## src/rtl/aes_multimode_selftest_ctrl.sv

```systemverilog
// aes_multimode_selftest_ctrl
// Start/busy/done sequencer for the shared iterative AES encryption and decryption cores.
// One run chains NUM_VEC encrypt-then-decrypt round trips: ciphertext k becomes plaintext k+1.
// Each decrypted result is compared with its plaintext, and mismatches are counted.
module aes_multimode_selftest_ctrl #(
    parameter int unsigned DATA_W  = 128,
    parameter int unsigned CNT_W   = 6,
    parameter int unsigned NR128   = 10,
    parameter int unsigned NR192   = 12,
    parameter int unsigned NR256   = 14,
    parameter int unsigned NUM_VEC = 4,
    localparam int unsigned VEC_W  = $clog2(NUM_VEC + 1),
    localparam int unsigned SEL_W  = (DATA_W > 8) ? $clog2(DATA_W / 8) : 1
) (
    input  logic              clk,
    input  logic              rst,
    input  logic              start,
    input  logic              abort,
    input  logic [1:0]        mode,
    input  logic [DATA_W-1:0] seed,
    input  logic [DATA_W-1:0] enc_data,
    input  logic [DATA_W-1:0] dec_data,
    output logic [CNT_W-1:0]  round_idx,
    output logic [DATA_W-1:0] pt_out,
    output logic              busy,
    output logic              done,
    output logic              pass,
    output logic [VEC_W-1:0]  err_cnt,
    output logic [DATA_W-1:0] last_ct,
    input  logic [SEL_W-1:0]  disp_sel,
    output logic [7:0]        disp_byte
);

    typedef enum logic [2:0] {
        StIdle,
        StLoad,
        StEnc,
        StDec,
        StCheck,
        StDone
    } state_e;

    state_e            state_q, state_d;
    logic [1:0]        mode_q, mode_d;
    logic [CNT_W-1:0]  round_q, round_d;
    logic [DATA_W-1:0] pt_q, pt_d;
    logic [DATA_W-1:0] enc_capt_q, enc_capt_d;
    logic [DATA_W-1:0] dec_capt_q, dec_capt_d;
    logic [DATA_W-1:0] last_ct_q, last_ct_d;
    logic [VEC_W-1:0]  vec_q, vec_d;
    logic [VEC_W-1:0]  err_q, err_d;
    logic              busy_q, busy_d;
    logic              done_q, done_d;
    logic              pass_q, pass_d;

    logic [CNT_W-1:0]  nr;
    logic [CNT_W-1:0]  nr2;

    // Round count for the latched key size; modes 2 and 3 both mean 256-bit keys.
    always_comb begin
        nr  = CNT_W'(NR256);
        nr2 = CNT_W'(2 * NR256);
        unique case (mode_q)
            2'd0: begin
                nr  = CNT_W'(NR128);
                nr2 = CNT_W'(2 * NR128);
            end
            2'd1: begin
                nr  = CNT_W'(NR192);
                nr2 = CNT_W'(2 * NR192);
            end
            default: begin
                nr  = CNT_W'(NR256);
                nr2 = CNT_W'(2 * NR256);
            end
        endcase
    end

    // Next-state logic for the sequencer and all registered outputs.
    always_comb begin
        state_d    = state_q;
        mode_d     = mode_q;
        round_d    = round_q;
        pt_d       = pt_q;
        enc_capt_d = enc_capt_q;
        dec_capt_d = dec_capt_q;
        last_ct_d  = last_ct_q;
        vec_d      = vec_q;
        err_d      = err_q;
        busy_d     = busy_q;
        done_d     = 1'b0;
        pass_d     = pass_q;

        if (abort && (state_q != StIdle)) begin
            // Abandon the run. The error count and last ciphertext keep their current values.
            state_d = StIdle;
            round_d = '0;
            busy_d  = 1'b0;
            pass_d  = 1'b0;
        end else begin
            unique case (state_q)
                StIdle: begin
                    round_d = '0;
                    if (start && !abort) begin
                        mode_d  = mode;
                        pt_d    = seed;
                        vec_d   = '0;
                        err_d   = '0;
                        pass_d  = 1'b0;
                        busy_d  = 1'b1;
                        state_d = StLoad;
                    end
                end
                StLoad: begin
                    round_d = CNT_W'(1);
                    state_d = StEnc;
                end
                StEnc: begin
                    round_d = round_q + CNT_W'(1);
                    if (round_q == nr) begin
                        enc_capt_d = enc_data;
                        last_ct_d  = enc_data;
                        state_d    = StDec;
                    end
                end
                StDec: begin
                    if (round_q == nr2) begin
                        dec_capt_d = dec_data;
                        round_d    = '0;
                        state_d    = StCheck;
                    end else begin
                        round_d = round_q + CNT_W'(1);
                    end
                end
                StCheck: begin
                    round_d = '0;
                    if ((dec_capt_q != pt_q) && (err_q != VEC_W'(NUM_VEC))) begin
                        err_d = err_q + VEC_W'(1);
                    end
                    if (vec_q == VEC_W'(NUM_VEC - 1)) begin
                        state_d = StDone;
                    end else begin
                        // The ciphertext just produced becomes the next plaintext.
                        vec_d   = vec_q + VEC_W'(1);
                        pt_d    = enc_capt_q;
                        state_d = StLoad;
                    end
                end
                StDone: begin
                    round_d = '0;
                    busy_d  = 1'b0;
                    done_d  = 1'b1;
                    pass_d  = (err_q == '0);
                    state_d = StIdle;
                end
                default: begin
                    state_d = StIdle;
                    round_d = '0;
                    busy_d  = 1'b0;
                end
            endcase
        end
    end

    // State and output registers with asynchronous active-low reset.
    always_ff @(posedge clk or negedge rst) begin
        if (!rst) begin
            state_q    <= StIdle;
            mode_q     <= 2'd0;
            round_q    <= '0;
            pt_q       <= '0;
            enc_capt_q <= '0;
            dec_capt_q <= '0;
            last_ct_q  <= '0;
            vec_q      <= '0;
            err_q      <= '0;
            busy_q     <= 1'b0;
            done_q     <= 1'b0;
            pass_q     <= 1'b0;
        end else begin
            state_q    <= state_d;
            mode_q     <= mode_d;
            round_q    <= round_d;
            pt_q       <= pt_d;
            enc_capt_q <= enc_capt_d;
            dec_capt_q <= dec_capt_d;
            last_ct_q  <= last_ct_d;
            vec_q      <= vec_d;
            err_q      <= err_d;
            busy_q     <= busy_d;
            done_q     <= done_d;
            pass_q     <= pass_d;
        end
    end

    // Byte selection for the display path. An out-of-range index yields zero.
    always_comb begin
        disp_byte = 8'h00;
        for (int unsigned i = 0; i < DATA_W / 8; i++) begin
            if (32'(disp_sel) == i) begin
                disp_byte = last_ct_q[8*i +: 8];
            end
        end
    end

    assign round_idx = round_q;
    assign pt_out    = pt_q;
    assign busy      = busy_q;
    assign done      = done_q;
    assign pass      = pass_q;
    assign err_cnt   = err_q;
    assign last_ct   = last_ct_q;

endmodule

```

## config.mk

```make
export PLATFORM = sky130hd
export DESIGN_NAME = aes_multimode_selftest_ctrl
export DESIGN_NICKNAME = d
export VERILOG_FILES = /design/src/rtl/aes_multimode_selftest_ctrl.sv
export SDC_FILE = /design/constraint.sdc
export NUM_CORES = 1
export LEC_CHECK = 0
export CAP_MARGIN = 20
export CORE_AREA = 2 2 259 261
export CTS_CLUSTER_SIZE = 10
export DETAILED_ROUTE_END_ITERATION = 6
export DIE_AREA = 0 0 261 263
export GPL_TIMING_DRIVEN = 0
export SLEW_MARGIN = 20
export SYNTH_ARGS = -nofsm -noshare
export SYNTH_HDL_FRONTEND = slang
export SYNTH_SLANG_ARGS = --single-unit
```

## constraint.sdc

```tcl
create_clock -name clk -period 3.6 [get_ports clk]
set_input_delay 1.08 -clock clk [delete_from_list [all_inputs] [get_ports clk]]
set_output_delay 1.08 -clock clk [all_outputs]
set_load 0.02 [all_outputs]
```

==> run_results.csv <==
group,metric,value,unit
run_status,status,"finished with violations",
run_status,violations,"setup timing",
setup_path,cp_num_buf_inv,3,
finish,fin_nets,2876,
logic_synthesis,netlist_area,19500,µm²
setup_path,cp_slowest_cell,"a222oi_1",
route,drcViolationCount,0,
sta,finalHoldViolCount,0,
finish,drive_above_1_share,15.6,%
place,preCtsSetupSlack,-2.37,ns
floorplan,dieHeight,263,µm
clock_tree,cts_buffer_depth,3,
floorplan,dieArea,68600,µm²
clock_tree,h-tree-depth,2,
power_and_ir_drop,p_leak,13.5,nW
finish,syn_to_final_growth,51.8,%
hold_path,hp-class,"in -> async",
power_and_ir_drop,peakVddDrop,0.314,mV
logic_synthesis,synth-seq-cells,404,
route,drt-initial-drc-count,1218,
sta,rsz0062_at_grt,"yes",
route,vias_per_cell,5.11,
logic_synthesis,avgSynthCellArea,11.3,µm²
logic_synthesis,ys_warn_count,0,
sta,setup_viol,8,
logic_synthesis,synth_most_common_cell,"dfrtp_1",
sta,period_share,122,%
route,firstDrtPassIters,7,
power_and_ir_drop,p_per_area,439,nW/µm²
logic_synthesis,yosysUniqueCellTypes,55,
logic_synthesis,async_flop_share,100,%
sta,drv_slew,0,
logic_synthesis,ys_seq_area_share,51.7,%
sta,tightest_slew,1.05,ns
run,drv_cap,0,
global_routing,antenna_found_initial,8,
sta,setup_slack,-0.794,ns
floorplan,design.core.area,65600,µm²
finish,final-seq-area,10100,µm²
floorplan,die_w,261,µm
floorplan,num_rows,94,
place,gp_congestion,0.903,
setup_path,critPathRequiredTime,2.52,ns
setup_path,start_kind,"primary input",
power_and_ir_drop,finalPower,13.0,mW
logic_synthesis,syn_nets,2126,
finish,design_area,29600,µm²
setup_path,crit_chain,"buf_8 > buf_12 > nor2b_4 > o2bb2ai_4 > a221oi_4 > a211oi_4 > o221ai_2 > a222oi_1 > buf_2",
global_routing,grt.total_usage,28.7,%
setup_path,critPathMaxFanout,7,
route,detail-route-antenna-nets,0,
setup_path,path_class,"in -> out",
clock_tree,cts_buffers,50,
place,dp_hpwl,80.3,mm
sta,setup_tns,-2.96,ns
setup_path,reg2reg_from,"pt_out[89]$_DFFE_PN0P_",
place,port_buffers,668,
logic_synthesis,synth.top_cells.by_count,"dfrtp_1 (404), nand2_1 (289), nor2_1 (159), a31oi_1 (131), xor2_1 (130)",
logic_synthesis,synth_top_area_share,51.7,%
logic_synthesis,synth-edff-count,0,
finish,fillers,6073,
logic_synthesis,ys.flop_type,"dfrtp_1",
setup_path,critPathLaunch,"disp_sel[1]",
clock_tree,clock_latency,0.59,ns
global_routing,grt_pass1_vias,17700,
place,placed_cell_area,27500,µm²
floorplan,initial_core_util,29.8,%
logic_synthesis,yosys-top-cells-area,"dfrtp_1 (52%), mux2_4 (9.2%), mux2_1 (6.3%), xor2_1 (5.8%), nand2_1 (5.6%)",
setup_path,crit_arrival,3.31,ns
sta,finClkSkew,0.0120,ns
setup_path,critPathCaptureType,"output pin",
sta,clock.fmax,228,MHz
global_routing,grt_max_degree,100,
route,wl,101,mm
route,drt-wirelength-per-cell,29.9,µm
finish,multi_input_area,9000,µm²
logic_synthesis,synth_top_area_cell,"dfrtp_1",
clock_tree,cts_tree,"yes",
setup_path,crit_path_max_incr_delay,0.80,ns
finish,postLayoutCoreUtil,45.2,%
global_routing,grt_pass1_wl,139,mm
setup_path,crit_family,"compound AO/OA/AOI/OAI gates",
floorplan,pin_count,670,
clock_tree,root_buffer,"clkbuf_16",
clock_tree,clkSinkCount,404,
route,via_count,17200,
logic_synthesis,synthCells,1726,
sta,max_slew_margin,29.1,%
global_routing,gr-total-overflow,0,
clock_tree,clk_pin_slew,0.05,ns
sta,period_minus_slack,4.39,ns
## per-layer routing
layer / global-route usage, % / routed length (µm) / vias up / part of all wire (%)
li1: - / - / 7520 / -
met1: 35.9 / 41000 / 8727 / 41
met2: 49.1 / 49000 / 813 / 49
met3: 6.78 / 7810 / 150 / 7.8
met4: 8.15 / 2860 / 6 / 2.8
met5: 0 / 37 / - / 0.037
## repair_timing
item / 4_1_cts / 5_1_grt
resized for setup: 171 / 16
setup buffers: 25 / 0
pin swaps: 19 / 12
hold buffers: 0 / 0
setup endpoints to repair: 8 / 8
## worst reg2reg max path, delay by kind of cell (launching register included)
kind / cells / cell delay, ns
flops: 1 / 0.40
simple gates: 3 / 1.87
mux: 1 / 0.19
xor+xnor: 1 / 0.25
compound gates: 1 / 0.26
## flip-flops by register name, indices dropped and copies added (netlist names)
name and flops:
last_ct 128, dec_capt_q 128, state_q 3, err_cnt 3
done 1, mode_q 2, pass 1, busy 1
round_idx 6, pt_out 128, vec_q 3
## stage by stage
step	hold slack, ns	std cells
6_report	0.417	3369
5_1_grt	0.434	3368
4_1_cts	0.394	3363
3_5_place_dp	0.483	3263
3_3_place_gp	0.465	3258
2_1_floorplan	0.457	1726
## cell families after synthesis
family	share of synthesized area [%]
adders and majority gates	0.384
DFF	51.7
muxes	19.1
and+or+nand+nor	11.6
xor gates and xnor gates	5.92
buffers and inverters	3.67
AOI/OAI and AO/OA	7.58
## worst paths after layout
kind                                                end  slack (ns)  cells past startpoint
worst max-delay path                       disp_byte[5]       -0.79                      9
worst min-delay path            last_ct[98]$_DFFE_PN0P_        0.42                      1
worst max register to register   err_cnt[0]$_DFFE_PN0P_        0.52                      6
worst min register to register     vec_q[0]$_DFFE_PN0P_        0.49                      1
max in group asynchronous       last_ct[29]$_DFFE_PN0P_        1.46                      4
min in group clk                   vec_q[0]$_DFFE_PN0P_        0.49                      1
## layout make-up
cell class / instances / area share (%)
timing repair buffer: 698 / 23.7
sequential: 404 / 34.1
clock buffer: 69 / 4.84
tap: 864 / 3.65
buffer: 109 / 2.89
multi-input combinational: 1202 / 30.4
inverter: 11 / 0.169
antenna: 6 / 0.0506
clock inverter: 6 / 0.207
## layout by cell type (no fill, tap or decap), types with 9 or more instances in the layout
master and n:
nand3_1 14, o21ai_1 9, o21ai_0 20, mux2_2 32
mux2i_1 16, clkdlybuf4s50_1 655, clkbuf_8 10, a21oi_1 17
dfrtp_1 404, inv_1 9, nor2_1 152, buf_2 40
clkbuf_16 55, buf_6 10, xor2_1 130, nand2_1 287
mux2_4 120, mux2_1 109, buf_12 16, clkbuf_1 44
a31oi_1 131, nor4_1 35, buf_4 28
## where the power goes
part | total (mW) | switching [mW] | internal, mW | leakage (nW)
combinational | 2.94 | 1.61 | 1.33 | 7.53
clock | 4.81 | 2.00 | 2.81 | 0.733
sequential | 5.26 | 0.404 | 4.86 | 5.25
(Power assumes the default switching activity.)
